[src/rtl/apb_master_arb.sv]
// Two-requester APB master: round-robin arbitration, one transfer in flight,
// with an ACCESS-phase timeout that aborts a stalled slave.
module apb_master_arb #(
  parameter int unsigned ADDR_W      = 12,
  parameter int unsigned DATA_W      = 32,
  parameter int unsigned TIMEOUT_CYC = 16
) (
  input  logic              sys_clk,
  input  logic              sys_rst_n,
  input  logic              req0_valid,
  input  logic              req0_write,
  input  logic [ADDR_W-1:0] req0_addr,
  input  logic [DATA_W-1:0] req0_wdata,
  input  logic              req1_valid,
  input  logic              req1_write,
  input  logic [ADDR_W-1:0] req1_addr,
  input  logic [DATA_W-1:0] req1_wdata,
  output logic              req0_ack,
  output logic              req1_ack,
  output logic              rsp0_valid,
  output logic              rsp1_valid,
  output logic [DATA_W-1:0] rsp_rdata,
  output logic              rsp_err,
  output logic              rsp_timeout,
  output logic              tim_psel,
  output logic              tim_penable,
  output logic              tim_pwrite,
  output logic [ADDR_W-1:0] tim_paddr,
  output logic [DATA_W-1:0] tim_pwdata,
  input  logic [DATA_W-1:0] tim_prdata,
  input  logic              tim_pready,
  input  logic              tim_pslverr,
  output logic              busy
);

  localparam int unsigned CNT_W = 8;

  typedef enum logic [1:0] {IDLE, SETUP, ACCESS} state_t;

  state_t            state, state_nxt;
  logic              last_gnt;
  logic              gnt_id;
  logic [CNT_W-1:0]  cnt;
  logic              grant_c;
  logic              gnt_sel_c;
  logic              done_c;
  logic              tmo_c;

  // State register
  always_ff @(posedge sys_clk or negedge sys_rst_n) begin
    if (!sys_rst_n) state <= IDLE;
    else            state <= state_nxt;
  end

  // Next state, arbitration and completion decode
  always_comb begin
    state_nxt = state;
    req0_ack  = 1'b0;
    req1_ack  = 1'b0;
    grant_c   = 1'b0;
    gnt_sel_c = 1'b0;
    done_c    = 1'b0;
    tmo_c     = 1'b0;
    case (state)
      IDLE: begin
        if (req0_valid || req1_valid) begin
          grant_c   = 1'b1;
          // On contention the requester not served last time wins
          gnt_sel_c = (req0_valid && req1_valid) ? ~last_gnt : req1_valid;
          req0_ack  = ~gnt_sel_c;
          req1_ack  = gnt_sel_c;
          state_nxt = SETUP;
        end
      end
      SETUP: state_nxt = ACCESS;
      ACCESS: begin
        if (tim_pready) begin
          done_c    = 1'b1;
          state_nxt = IDLE;
        end else if (cnt == CNT_W'(TIMEOUT_CYC - 1)) begin
          tmo_c     = 1'b1;
          state_nxt = IDLE;
        end
      end
      default: state_nxt = IDLE;
    endcase
  end

  // Command latch, timeout counter and response registers
  always_ff @(posedge sys_clk or negedge sys_rst_n) begin
    if (!sys_rst_n) begin
      last_gnt    <= 1'b1;
      gnt_id      <= 1'b0;
      cnt         <= '0;
      tim_pwrite  <= 1'b0;
      tim_paddr   <= '0;
      tim_pwdata  <= '0;
      rsp0_valid  <= 1'b0;
      rsp1_valid  <= 1'b0;
      rsp_rdata   <= '0;
      rsp_err     <= 1'b0;
      rsp_timeout <= 1'b0;
    end else begin
      rsp0_valid <= (done_c || tmo_c) && !gnt_id;
      rsp1_valid <= (done_c || tmo_c) && gnt_id;
      if (grant_c) begin
        last_gnt   <= gnt_sel_c;
        gnt_id     <= gnt_sel_c;
        cnt        <= '0;
        tim_pwrite <= gnt_sel_c ? req1_write : req0_write;
        tim_paddr  <= gnt_sel_c ? req1_addr  : req0_addr;
        tim_pwdata <= gnt_sel_c ? req1_wdata : req0_wdata;
      end
      if (state == ACCESS && !tim_pready && !tmo_c) cnt <= cnt + CNT_W'(1);
      if (done_c) begin
        rsp_rdata   <= tim_prdata;
        rsp_err     <= tim_pslverr;
        rsp_timeout <= 1'b0;
      end else if (tmo_c) begin
        rsp_rdata   <= '0;
        rsp_err     <= 1'b1;
        rsp_timeout <= 1'b1;
      end
    end
  end

  assign tim_psel    = (state != IDLE);
  assign tim_penable = (state == ACCESS);
  assign busy        = (state != IDLE);

endmodule

[config.mk]
export PLATFORM = sky130hd
export DESIGN_NAME = apb_master_arb
export DESIGN_NICKNAME = d
export VERILOG_FILES = /design/src/rtl/apb_master_arb.sv
export SDC_FILE = /design/constraint.sdc
export NUM_CORES = 1
export LEC_CHECK = 0
export CORE_MARGIN = 5
export CORE_UTILIZATION = 40
export DETAILED_ROUTE_END_ITERATION = 10
export PLACE_DENSITY = 0.78
export SYNTH_ARGS = -nofsm -noshare
export SYNTH_HDL_FRONTEND = slang
export SYNTH_SLANG_ARGS = --single-unit
[constraint.sdc]
create_clock -name sys_clk -period 1.69 [get_ports sys_clk]
set_input_delay 0.338 -clock sys_clk [delete_from_list [all_inputs] [get_ports sys_clk]]
set_output_delay 0.338 -clock sys_clk [all_outputs]
set_load 0.05 [all_outputs]
==> results.cfg <==
[clock_network]
cts_num_sinks = 93
cts_buffers = 9
cts.clk_slew.worst_paths_ps = 100
cts.path.max_buffers = 2
clk_root_buffer_cell = clkbuf_8
cts_tree = done
clk_latency_ps = 350
cts-htree-levels = 3

[hold_path]
hold_start = gnt_id
min_to = rsp0_valid
hp-class = flop to flop
holdPathStages = 1

[worst_setup_path]
startpoint_type = flop
arrival_ps = 1340
crit_slowest_cell = dfstp_2
r2r_start = cnt[5]
cp_data_required_time_ps = 1350
max_stage_delay_ps = 550
critical_path_class = flop to output port
worstRegToRegCells = 4
crit_chain = nand2b_1 > and3_4 > buf_12
cp_max_fo = 3
critPathCaptureType = output port
reg2reg_to = rsp_rdata[20]
reg2reg_slack_ps = 90

[global_routing]
grt_use_total = 0.208
grt_overflow_total = 0
grt_pass1_vias = 4265
antenna_found_initial = 0
grt_max_degree = 35
grt_pass1_wl_mm = 21.2

[die]
die_area_mm2 = 0.0123
dieWidth_um = 111
die_h_um = 111
io_pins = 214
rows = 36
initial_core_util = 0.413
core_mm2 = 0.00986

[yosys]
synth_edf_count = 0
synth_top_area_frac = 0.564
synth_top_area_cell = dfrtp_1
synthesis.area_mm2 = 0.00408
synth-seq-cells = 93
yosysWarnings = 0
yosysSeqAreaShare = 0.571
ys.flop_type = dfrtp_1
ys_top_cells_by_area = dfrtp_1 (56%), nand2_1 (11%), o21ai_0 (7.4%), a21oi_1 (6.6%), nor2_1 (4.8%)
synthDistinctLibCells = 41
syn_inst = 459
synth_fp_nets = 588
syn_avg_cell_area_um2 = 8.89
synth_async_sr_flop_share = 1.00

[placed_design]
place_congestion = 0.836
io_buffers = 213
dp.cells = 800
dp_hpwl_mm = 9.93

[detailed_routing]
wl_mm = 12.8
num_vias = 4045
drtPass1Iterations = 4
detail-route-antenna-nets = 0
wl_per_cell_um = 15.6
drc = 0
avgViaCountPerCell = 4.93
drt_iter0_drc = 225

[finish]
final_cells = 820
layout_commonest_cell = clkdlybuf4s50_1
seqCellArea_mm2 = 0.00233
nNetsFinal = 811
synthToLayoutAreaGrowth_pct = 62.0
layout-drive-gt1-share = 0.211
n_antenna_cell = 0
final_cell_mix = clkdlybuf4s50_1 (126), nand2_1 (118), buf_4 (104)
fill_cells = 803
multi_input_area_mm2 = 0.00159

[power]
leakagePower_nw = 3.02
power_w = 0.0137
p_per_area_mw_per_mm2 = 2080
peakVddDrop_mv = 1.23

[timing]
slew_headroom = 0.728
fin_skew_ps = 13.6
finalSetupViolCount = 0
finalHoldViolCount = 0
final-max-slew-violation-count = 0
finalCritPeriodShare = 0.995
fmax_mhz = 595
tightest_slew_ps = 408
fin_crit_ps = 1680
rsz0062_at_grt = yes

[status]
status = completed

[flow_run]
drv_cap = 0
-- Yosys cell counts, types with 2 or more instances --
cell and count:
nand2_1 118, dfrtp_1 92, o21ai_0 60, a21oi_1 54
nor2_1 52, o21ai_1 13, clkbuf_1 12, buf_2 11
buf_4 4, inv_1 4, nand3_1 4, buf_6 3
and3_1 2, inv_2 2, mux2i_1 2
-- cell families after synthesis --
logic type | synth area share
XOR/XNOR | 0.00430
AO/OA/AOI/OAI | 0.170
buffers and inverters | 0.0457
AND/OR/NAND/NOR | 0.201
multiplexers | 0.00491
flip-flops | 0.571
adder cells (fa/ha/maj) | 0.00307
-- worst max-delay path by stage --
stage          startpoint             end  slack, ps  cells past startpoint
5_1_grt          last_gnt        req0_ack        -50                      3
2_1_floorplan    state[0]        req1_ack         50                      4
3_3_place_gp   tim_pready          cnt[7]        -40                      5
3_5_place_dp   req0_valid  tim_pwdata[17]       -110                      5
6_report         last_gnt        req0_ack          9                      3
4_1_cts          last_gnt        req0_ack        -20                      3
-- per-layer routing --
metal	part of all wire	wire, um	vias up	GRT usage
met2	0.49	6250	165	0.357
met1	0.42	5350	1900	0.259
met4	0.013	162	0	0.0575
li1	-	-	1966	-
met5	0	0	-	0
met3	0.080	1020	14	0.0551
-- critical path: cells and delay by family, from the launching register on --
family        cells  cell delay (ps)
buf+inv           1              130
flops             1              550
simple gates      2              310
-- report_power, final --
group	internal [W]	leakage, nW	switching [W]
sequential	0.00323	1.15	0.000592
combinational	0.00264	1.76	0.00561
clock	0.000854	0.108	0.000812
total	0.00672	3.02	0.00701
-- stage by stage --
step / hold WS, ps / utilization / setup WS, ps / area (um2) / setup TNS (ps)
6_report: 452 / 0.670 / 8.54 / 6610 / 0
3_3_place_gp: 297 / 0.642 / -44.5 / 6340 / -946
3_5_place_dp: 302 / 0.642 / -113 / 6340 / -4170
4_1_cts: 450 / 0.670 / -18.0 / 6610 / -18.0
2_1_floorplan: 42.4 / - / 48.4 / 4090 / 0
5_1_grt: 468 / 0.670 / -53.4 / 6610 / -82.7
-- sequential cells by signal, summed over array words and instances, names as in the netlist, 2 cells and up --
register / cells
rsp_rdata: 32
state: 2
tim_paddr: 12
cnt: 8
tim_pwdata: 32
-- repair_timing --
| action | in CTS | in global routing |
|---|---|---|
| setup endpoints to repair | 2 | 2 |
| hold buffers | 1 | 0 |
| pin swaps | 1 | 1 |
| setup buffers | 3 | 0 |
| gates resized for setup | 4 | 0 |
| hold endpoints to repair | 27 | 0 |
-- final cells by class --
type | instances | share of cell area
flip-flops and latches | 93 | 0.352
repair buffers | 242 | 0.344
well taps | 133 | 0.0252
clock inverters | 7 | 0.0157
clock buffers | 9 | 0.0187
inverters | 6 | 0.00379
multi-input cells | 330 | 0.240
No activity file was read; power rests on OpenSTA's default activity.
